<file path="src/rtl/reaction_pkg.sv">
// Shared definitions for the reaction-timer blocks: FSM state encoding,
// LFSR seed/taps and the polarity of the subject's response button.
package reaction_pkg;

    typedef enum logic [1:0] {
        IDLE  = 2'd0,
        WAIT  = 2'd1,
        ARMED = 2'd2,
        DONE  = 2'd3
    } state_t;

    // 16-bit Fibonacci LFSR, taps 16,14,13,11 -> register bits 15,13,12,10.
    localparam logic [15:0] LFSR_SEED = 16'hACE1;
    localparam logic [15:0] LFSR_TAPS = 16'hB400;

    // The response button pulls detect low when pressed.
    localparam logic DETECT_PRESSED = 1'b0;

    // One shift of the LFSR: shift left, feed the tap parity into bit 0.
    function automatic logic [15:0] lfsr_next(input logic [15:0] v);
        return {v[14:0], ^(v & LFSR_TAPS)};
    endfunction

endpackage

</file>
<file path="src/rtl/reaction_stimulus_if.sv">
// Board-facing signal bundle of reaction_stimulus.
// slave  : the stimulus block (samples tick/start/detect, drives the rest).
// master : whatever drives the block (board glue or a testbench).
// Inputs are plain levels/pulses sampled on the rising clock edge; there is
// no back-pressure: tick_ms is a one-cycle enable, start is acted on at its
// rising edge, detect is active low.
interface reaction_stimulus_if
    import reaction_pkg::*;
#(
    parameter int DELAY_W = 12
);
    logic               tick_ms;
    logic               start;
    logic               detect;
    logic               trigger;
    logic               busy;
    logic               false_start;
    logic [DELAY_W-1:0] delay_ms;
    state_t             state;   // debug: current FSM state
    logic [15:0]        lfsr;    // debug: current LFSR value

    modport slave (
        input  tick_ms, start, detect,
        output trigger, busy, false_start, delay_ms, state, lfsr
    );

    modport master (
        output tick_ms, start, detect,
        input  trigger, busy, false_start, delay_ms, state, lfsr
    );
endinterface

</file>
<file path="src/rtl/lfsr16.sv">
// Free-running 16-bit Fibonacci LFSR (taps 16,14,13,11), seeded on reset.
// Shared with the display-blanking logic.
module lfsr16
    import reaction_pkg::*;
(
    input  logic        clock,
    input  logic        reset,
    output logic [15:0] lfsr
);

    // Advance one step every clock; reset reloads the seed.
    always_ff @(posedge clock) begin
        if (reset) begin
            lfsr <= LFSR_SEED;
        end else begin
            lfsr <= lfsr_next(lfsr);
        end
    end

endmodule

</file>
<file path="src/rtl/reaction_stimulus.sv">
// Stimulus side of the reaction timer: on a start edge wait a pseudo-random
// number of milliseconds, raise trigger, drop it when the subject responds.
// Optional feature: define RSTIM_FALSE_START_EN to flag and abort a trial
// when the subject presses during the random wait (false_start).
module reaction_stimulus
    import reaction_pkg::*;
#(
    parameter int MIN_DELAY_MS = 1000,
    parameter int RAND_BITS    = 11,
    parameter int DELAY_W      = 12
) (
    input  logic                 clock,
    input  logic                 reset,
    reaction_stimulus_if.slave   bus
);

    state_t             state;
    logic               start_q;
    logic               trigger_q;
    logic               busy_q;
    logic [DELAY_W-1:0] count;
    logic [DELAY_W-1:0] delay_q;
    logic [15:0]        lfsr_q;
    logic               start_edge;
    logic               pressed;
    logic [DELAY_W-1:0] delay_load;

    lfsr16 u_lfsr (
        .clock (clock),
        .reset (reset),
        .lfsr  (lfsr_q)
    );

    assign start_edge = bus.start && !start_q;
    assign pressed    = (bus.detect == DETECT_PRESSED);
    // Fixed floor plus the low LFSR bits, drawn at the moment of the start edge.
    assign delay_load = DELAY_W'(MIN_DELAY_MS) + DELAY_W'(lfsr_q[RAND_BITS-1:0]);

`ifdef RSTIM_FALSE_START_EN
    logic false_start_q;
    assign bus.false_start = false_start_q;
`else
    assign bus.false_start = 1'b0;
`endif

    // Trial FSM, countdown, start-edge register and all registered outputs.
    always_ff @(posedge clock) begin
        if (reset) begin
            state     <= IDLE;
            start_q   <= 1'b0;
            trigger_q <= 1'b0;
            busy_q    <= 1'b0;
            count     <= '0;
            delay_q   <= '0;
`ifdef RSTIM_FALSE_START_EN
            false_start_q <= 1'b0;
`endif
        end else begin
            start_q <= bus.start;
            case (state)
                IDLE, DONE: begin
                    // A start with the button already held is not a valid trial.
                    if (start_edge && !pressed) begin
                        count     <= delay_load;
                        delay_q   <= delay_load;
                        state     <= WAIT;
                        busy_q    <= 1'b1;
                        trigger_q <= 1'b0;
`ifdef RSTIM_FALSE_START_EN
                        false_start_q <= 1'b0;
`endif
                    end
                end
                WAIT: begin
`ifdef RSTIM_FALSE_START_EN
                    if (pressed) begin
                        // Anticipated response: abandon the countdown.
                        false_start_q <= 1'b1;
                        state         <= DONE;
                        busy_q        <= 1'b0;
                        trigger_q     <= 1'b0;
                    end else
`endif
                    if (bus.tick_ms && count != '0) begin
                        count <= count - 1'b1;
                        if (count == DELAY_W'(1)) begin
                            state     <= ARMED;
                            trigger_q <= 1'b1;
                        end
                    end
                end
                ARMED: begin
                    if (pressed) begin
                        trigger_q <= 1'b0;
                        busy_q    <= 1'b0;
                        state     <= DONE;
                    end
                end
                default: begin
                    state     <= IDLE;
                    busy_q    <= 1'b0;
                    trigger_q <= 1'b0;
                end
            endcase
        end
    end

    assign bus.trigger  = trigger_q;
    assign bus.busy     = busy_q;
    assign bus.delay_ms = delay_q;
    assign bus.state    = state;
    assign bus.lfsr     = lfsr_q;

endmodule

</file>
<file path="src/flat_wrapper.sv">
// flat-port wrapper written by rule: the top's interface ports become plain ports
module reaction_stimulus_flat import reaction_pkg::*;
#(
    parameter int MIN_DELAY_MS = 1000,
    parameter int RAND_BITS    = 11,
    parameter int DELAY_W      = 12
)
  (clock, reset, bus_tick_ms, bus_start, bus_detect, bus_trigger, bus_busy, bus_false_start, bus_delay_ms, bus_state, bus_lfsr);
  reaction_stimulus_if #(.DELAY_W(DELAY_W)) bus_i ();
  input  logic clock;
  input  logic reset;
  input wire logic [$bits(bus_i.tick_ms)-1:0] bus_tick_ms;
  input wire logic [$bits(bus_i.start)-1:0] bus_start;
  input wire logic [$bits(bus_i.detect)-1:0] bus_detect;
  output wire logic [$bits(bus_i.trigger)-1:0] bus_trigger;
  output wire logic [$bits(bus_i.busy)-1:0] bus_busy;
  output wire logic [$bits(bus_i.false_start)-1:0] bus_false_start;
  output wire logic [$bits(bus_i.delay_ms)-1:0] bus_delay_ms;
  output wire logic [$bits(bus_i.state)-1:0] bus_state;
  output wire logic [$bits(bus_i.lfsr)-1:0] bus_lfsr;
  assign bus_i.tick_ms = bus_tick_ms;
  assign bus_i.start = bus_start;
  assign bus_i.detect = bus_detect;
  assign bus_trigger = bus_i.trigger;
  assign bus_busy = bus_i.busy;
  assign bus_false_start = bus_i.false_start;
  assign bus_delay_ms = bus_i.delay_ms;
  assign bus_state = bus_i.state;
  assign bus_lfsr = bus_i.lfsr;
  reaction_stimulus #(.MIN_DELAY_MS(MIN_DELAY_MS), .RAND_BITS(RAND_BITS), .DELAY_W(DELAY_W)) u_core (.clock(clock), .reset(reset), .bus(bus_i));
endmodule
</file>
<file path="config.mk">
export PLATFORM = sky130hd
export DESIGN_NAME = reaction_stimulus_flat
export DESIGN_NICKNAME = d
export VERILOG_FILES = /design/src/rtl/reaction_pkg.sv /design/src/rtl/reaction_stimulus_if.sv /design/src/rtl/lfsr16.sv /design/src/rtl/reaction_stimulus.sv /design/src/flat_wrapper.sv
export SDC_FILE = /design/constraint.sdc
export NUM_CORES = 1
export LEC_CHECK = 0
export CORE_ASPECT_RATIO = 1.2
export CORE_MARGIN = 2
export CORE_UTILIZATION = 52
export CTS_CLUSTER_SIZE = 12
export DETAILED_ROUTE_END_ITERATION = 6
export GPL_TIMING_DRIVEN = 1
export PLACE_DENSITY = 0.81
export SKIP_LAST_GASP = 1
export SLEW_MARGIN = 20
export SYNTH_ARGS = -nofsm -noshare
export SYNTH_HDL_FRONTEND = slang
export SYNTH_SLANG_ARGS = --single-unit
</file>
<file path="constraint.sdc">
create_clock -name clock -period 2.8 [get_ports clock]
set_input_delay 0.56 -clock clock [delete_from_list [all_inputs] [get_ports clock]]
set_output_delay 0.56 -clock clock [all_outputs]
set_load 0.05 [all_outputs]
</file>
==> flow_summary.json, run 1 <==
{
  "synth-seq-cells": 45,
  "dr.pass1.iters": 4,
  "synthesis.nets": 255,
  "timing.final.max_slew_violations": 0,
  "cts-root-buf": "clkbuf_8",
  "start_util_pct": 53.7,
  "final_cells": 331,
  "synth-compound-area-share_pct": 16.4,
  "async_flop_share_pct": 0,
  "multiInputGateArea_um2": 1090,
  "powerDensity_nw_per_um2": 979,
  "status": "complete, no violations",
  "cp_slowest_stage_delay_ns": 0.58,
  "wl_per_cell_um": 15.7,
  "routedLengthMet1_um": 2240,
  "vias": 1897,
  "cts-resized-gates": 0,
  "via_per_inst": 5.73,
  "post_cts_buffers": 0,
  "critical_path_required_ns": 3.03,
  "finClkSkew_ns": 0.00882,
  "grt.total_usage_pct": 25.7,
  "finalCritPeriodShare_pct": 86.4,
  "area_growth_syn_to_layout_pct": 25.0,
  "synth_edf_count": 0,
  "wl_met2_um": 2410,
  "rows": 25,
  "num_antenna_cells": 0,
  "cp.buffers_inverters": 1,
  "die_w_um": 62.0,
  "fillCellCount": 318,
  "holdWs_ns": 0.455,
  "wl_um": 5200,
  "synthMuxAreaShare_pct": 1.55,
  "route.met3.wl_um": 342,
  "synth_cell_type_count": 49,
  "synth_top_family_by_area": "simple AND/OR/NAND/NOR gates",
  "post-route-util_pct": 67.1,
  "crit_type": "reg2reg",
  "clockBufferDepth": 2,
  "dieArea_um2": 4560,
  "path_cells": "inv_1, ha_1, nand2b_1, a22oi_1, nand2_1, or4_1, a31oi_1",
  "place_inst": 323,
  "drive_gt1_share_pct": 9.75,
  "cp-start-kind": "flop",
  "overflow": 0,
  "grt_setup_unrepaired": "no",
  "worstSetupEndpointType": "flop",
  "arrival_ns": 2.65,
  "vdd_drop_max_v": 0.000642,
  "postCtsHoldBufs": 0,
  "synthCells": 243,
  "dp_hpwl_um": 3550,
  "path_max_fanout": 9,
  "synthAdderAreaFrac_pct": 4.17,
  "cts_buffers": 5,
  "syn_area_per_cell_um2": 8.63,
  "fmax_ghz": 0.413,
  "clk_latency_ns": 0.30,
  "drc": 0,
  "cts.clk_slew.worst_paths_ns": 0.09,
  "cts_tree": "built",
  "antenna_found_initial": 0,
  "syn_area_um2": 2100,
  "period_needed_ns": 2.42,
  "ff_latch_area_um2": 901,
  "yosysWarnings": 0,
  "synth_xor_xnor_area_share_pct": 3.34,
  "fp.dieH_um": 73.6,
  "numPortBuffers": 36,
  "drv_cap": 0,
  "maxSlewHeadroom_pct": 57.8,
  "ioPinCount": 38,
  "cts.sinks": 45,
  "finalSetupViolCount": 0,
  "hold_viol_final": 0,
  "core_um2": 3910,
  "ys_seq_area_share_pct": 42.9,
  "finalSetupTns_ns": 0,
  "nets": 288,
  "synth-simple-area-share_pct": 26.5,
  "slowest_stage": "or4_1",
  "drt-initial-drc-count": 96,
  "drt.antenna.violating_nets": 0,
  "dr.max_layer_used": "met4",
  "finish.instance_area_um2": 2620,
  "cellLeakagePower_uw": 0.000983,
  "grt_pass1_vias": 1864,
  "synthFlopType": "dfxtp_1",
  "h-tree-depth": 2,
  "postPlaceCellArea_um2": 2510,
  "tightest_slew_ns": 0.627,
  "grt_max_degree": 46,
  "globalplace.congestion": 1.00,
  "grt_pass1_wl_um": 8650,
  "cpLargestDelayFamily": "simple AND/OR/NAND/NOR gates",
  "hold_class": "reg2reg"
}
-- layout make-up --
| cell class | instances | share of cell area [%] |
|---|---|---|
| Sequential cell | 45 | 34.4 |
| Clock inverter | 1 | 1.15 |
| Clock buffer | 7 | 3.29 |
| Timing Repair Buffer | 42 | 15.9 |
| Multi-Input combinational cell | 175 | 41.7 |
| Inverter | 7 | 1.00 |
| Tap cell | 54 | 2.58 |
-- worst register-to-register path: cells and delay by family (launching register included) --
family | cells | cell delay, ns
AOI/OAI and AO/OA | 2 | 0.49
buffers and inverters | 1 | 0.08
and+or+nand+nor | 3 | 0.97
DFF | 1 | 0.39
adders and majority gates | 1 | 0.42
-- routing by layer --
| layer | vias to the layer above | track usage, % |
|---|---|---|
| met5 | - | 0 |
| met4 | 0 | 13.9 |
| met3 | 19 | 7.04 |
| met2 | 73 | 38.5 |
| met1 | 888 | 32.9 |
| li1 | 917 | - |
-- metrics by stage --
step	power (µW)	worst slack, ns
6_report	2570	0.381
5_1_grt	2720	0.204
4_1_cts	2550	0.406
3_5_place_dp	2020	0.252
3_3_place_gp	2000	0.322
2_1_floorplan	1710	0.432
-- state kept, by name, summed over array words and instances, names as in the netlist --
name                 count
u_core.u_lfsr.lfsr      16
u_core.count            12
u_core.bus.state         2
u_core.bus.delay_ms     12
u_core.start_q           1
u_core.bus.trigger       1
u_core.bus.busy          1
-- layout by cell type, fill, tap and decap left out, types with 3 or more instances in the layout --
master | synthesis | routed
xor2_1 | 3 | 3
ha_1 | 7 | 7
or2_2 | 7 | 7
xnor2_1 | 5 | 5
a21oi_1 | 17 | 17
nand2b_1 | 5 | 5
nor2_1 | 22 | 22
inv_1 | 7 | 7
or4_1 | 4 | 4
or3_1 | 5 | 5
nand4_1 | 4 | 4
dfxtp_1 | 45 | 45
o21ai_0 | 7 | 7
a22oi_1 | 3 | 3
a211oi_1 | 6 | 6
buf_4 | 4 | 5
a31oi_1 | 6 | 6
nand3_1 | 5 | 5
nand2_1 | 24 | 24
clkdlybuf4s50_1 | 0 | 36
nor2b_1 | 9 | 9
clkbuf_8 | 0 | 6
-- cell usage after synthesis, types with 3 or more instances --
cell type / number / area (µm²)
a211oi_1: 6 / 45.0
a21oi_1: 17 / 85.1
a22oi_1: 3 / 22.5
a31oi_1: 6 / 37.5
buf_4: 4 / 30.0
clkbuf_1: 10 / 37.5
dfxtp_1: 45 / 901
ha_1: 7 / 87.6
inv_1: 7 / 26.3
nand2_1: 24 / 90.1
nand2b_1: 5 / 31.3
nand3_1: 5 / 25.0
nand4_1: 4 / 25.0
nor2_1: 22 / 82.6
nor2b_1: 9 / 56.3
o21ai_0: 7 / 35.0
or2_2: 7 / 43.8
or3_1: 5 / 31.3
or4_1: 4 / 30.0
xnor2_1: 5 / 43.8
xor2_1: 3 / 26.3
-- power by group --
group / switching (µW) / internal, µW / total [µW]
registers: 103 / 739 / 841
logic: 766 / 451 / 1220
clock network: 217 / 291 / 508
total: 1090 / 1480 / 2570
-- worst paths after layout --
check / startpoint / to / slack [ns] / cells past startpoint
hold / removal: u_core.u_lfsr.lfsr[14] / u_core.u_lfsr.lfsr[15] / 0.45 / 1
setup / recovery: u_core.bus.state[0] / u_core.count[5] / 0.38 / 7
hold reg to reg: u_core.u_lfsr.lfsr[14] / u_core.u_lfsr.lfsr[15] / 0.45 / 1
setup reg to reg: u_core.bus.state[0] / u_core.count[5] / 0.38 / 7
-- kinds of logic after synthesis --
kind of cell / Yosys count
AO/OA/AOI/OAI: 53
XOR/XNOR: 8
adder cells (fa/ha/maj): 7
buffers and inverters: 23
flip-flops: 45
multiplexers: 3
other: 1
AND/OR/NAND/NOR: 103
Note: power is estimated with default switching activity, not from simulation.
==> inputs of run 2 (changes only) <==
HOLD_SLACK_MARGIN = 0.05   (was default)
==> results of run 2 <==
Same layout as run 1: the final DEF is identical, and so are final timing and power.
==> inputs of run 3 (changes only) <==
CORE_MARGIN = default   (was 2)
RECOVER_POWER = 100   (was default)
==> run 3 against run 2 <==
  * Critical endpoint unchanged
  * Maximum frequency up 7.0%
  * Combinational power down 6%
  * Die area down 5.9%
  * Critical path type is now in2reg
  * Worst hold slack worse by 0.0065 ns
  * Sequential share of layout area up 0.60 points
==> flow_summary.json, run 3 (synthesis results as in run 1) <==
{
  "status": "complete, no violations",
  "die_w_um": 60.0,
  "arrival_ns": 2.48,
  "ff_latch_area_um2": 901,
  "largest_reg_flops": 16,
  "globalplace.congestion": 0.941,
  "cts-root-buf": "clkbuf_8",
  "fmax_ghz": 0.443,
  "vdd_drop_max_v": 0.000598,
  "h-tree-depth": 2,
  "clockBufferDepth": 2,
  "cts_tree": "built",
  "fp.dieH_um": 71.6,
  "wl_per_cell_um": 13.9,
  "period_needed_ns": 2.26,
  "wl_um": 4610,
  "rows": 24,
  "holdWs_ns": 0.448,
  "rrSetupSlack_ns": 0.55,
  "finalCritPeriodShare_pct": 80.7,
  "grt_setup_unrepaired": "no",
  "grt_max_degree": 23,
  "cts.sinks": 45,
  "combinationalPowerShare_pct": 48.2,
  "powerDensity_nw_per_um2": 926,
  "maxSlewHeadroom_pct": 33.6,
  "fillCellCount": 299,
  "hold_class": "reg2reg",
  "dr.pass1.iters": 4,
  "post_cts_buffers": 0,
  "dp_hpwl_um": 3330,
  "critical_path_required_ns": 3.02,
  "numPortBuffers": 36,
  "hold_viol_final": 0,
  "seqPwrFrac_pct": 35.0,
  "finish.instance_area_um2": 2580,
  "cp-start-kind": "input port",
  "path_max_fanout": 10,
  "grt_pass1_wl_um": 7640,
  "dieArea_um2": 4290,
  "timing.final.max_slew_violations": 0,
  "p_int_uw": 1340,
  "tightest_slew_ns": 0.995,
  "drv_cap": 0,
  "postCtsHoldBufs": 0,
  "finalSetupViolCount": 0,
  "multiInputGateArea_um2": 1090,
  "overflow": 0,
  "area_growth_syn_to_layout_pct": 22.8,
  "grt.total_usage_pct": 23.6,
  "postPlaceCellArea_um2": 2510,
  "start_util_pct": 55.9,
  "cellLeakagePower_uw": 0.00101,
  "min_from": "u_core.u_lfsr.lfsr[14]",
  "drc": 0,
  "cts.clk_slew.worst_paths_ns": 0.09,
  "finClkSkew_ns": 0.00699,
  "finalSetupTns_ns": 0,
  "drt.antenna.violating_nets": 0,
  "nets": 290,
  "vias": 1861,
  "crit_path_start": "bus_detect",
  "antenna_found_initial": 0,
  "r2r-start": "u_core.bus.state[0]",
  "crit_type": "in2reg",
  "cts_buffers": 5,
  "core_um2": 3750,
  "num_antenna_cells": 0,
  "via_per_inst": 5.62,
  "final_common_cell": "dfxtp_1",
  "clk_latency_ns": 0.30,
  "p_sw_share_pct": 43.9,
  "grt_pass1_vias": 1643,
  "p_switching_uw": 1050,
  "top_register": "u_core.u_lfsr.lfsr",
  "ioPinCount": 38,
  "worstSetupEndpointType": "flop",
  "drt-initial-drc-count": 161,
  "cts-resized-gates": 0,
  "drive_gt1_share_pct": 9.32,
  "clkPwrFrac_pct": 16.7,
  "final_cell_mix": "dfxtp_1, dlygate4sd3_1, nand2_1"
}
run 3: cell count changes in the layout (fill, tap and decap cells not counted):
cell,before,now
buf_4,5,4
buf_12,1,0
clkdlybuf4s50_1,36,2
clkbuf_1,1,4
clkinv_2,0,2
clkinvlp_4,0,1
dlygate4sd3_1,0,34
bufinv_16,1,0
clkbuf_8,6,5
run 3: critical path, stage by stage:
cell and delay, ns:
dlygate4sd3_1 0.61, nand3b_1 0.12, a22oi_1 0.25, nand2_1 0.24, or4_1 0.55, a31oi_1 0.16
run 3: layer usage:
metal | share of wire [%] | vias to the layer above | GRT usage, %
met5 | 0 | - | 0
met4 | 1.6 | 0 | 8.01
met3 | 6.7 | 8 | 5.78
met2 | 46 | 59 | 35.3
met1 | 46 | 866 | 33.1
li1 | - | 928 | -
run 3: path summary, 6_finish.rpt:
path,cells after the start,end
setup / recovery,6,u_core.count[5]
hold / removal,1,u_core.u_lfsr.lfsr[15]
setup reg to reg,7,u_core.count[5]
hold reg to reg,1,u_core.u_lfsr.lfsr[15]
run 3: through the flow:
step / setup slack [ns] / std cells / total power, µW / util (%)
3_5_place_dp: 0.310 / 323 / 2020 / 66.8
4_1_cts: 0.555 / 331 / 2420 / 69.1
2_1_floorplan: 0.432 / 243 / 1710 / -
5_1_grt: 0.390 / 331 / 2570 / 68.7
6_report: 0.540 / 331 / 2390 / 68.7
3_3_place_gp: 0.361 / 323 / 2000 / 66.8
run 3: layout make-up:
| cell class | count | share of cell area [%] |
|---|---|---|
| clock buffer | 5 | 2.67 |
| clock inverter | 3 | 0.680 |
| inverter | 7 | 1.02 |
| multi-input combinational | 175 | 42.4 |
| sequential | 45 | 35.0 |
| tap | 52 | 2.52 |
| timing repair buffer | 44 | 15.7 |
run 3: power groups by stage:
stage                     Clock (µW)  Combinational, µW  Sequential (µW)
after floorplan                    0                735              977
after global placement             0               1160              849
after detailed placement           0               1170              850
after CTS                        406               1170              836
after global routing             432               1280              853
final                            399               1150              836
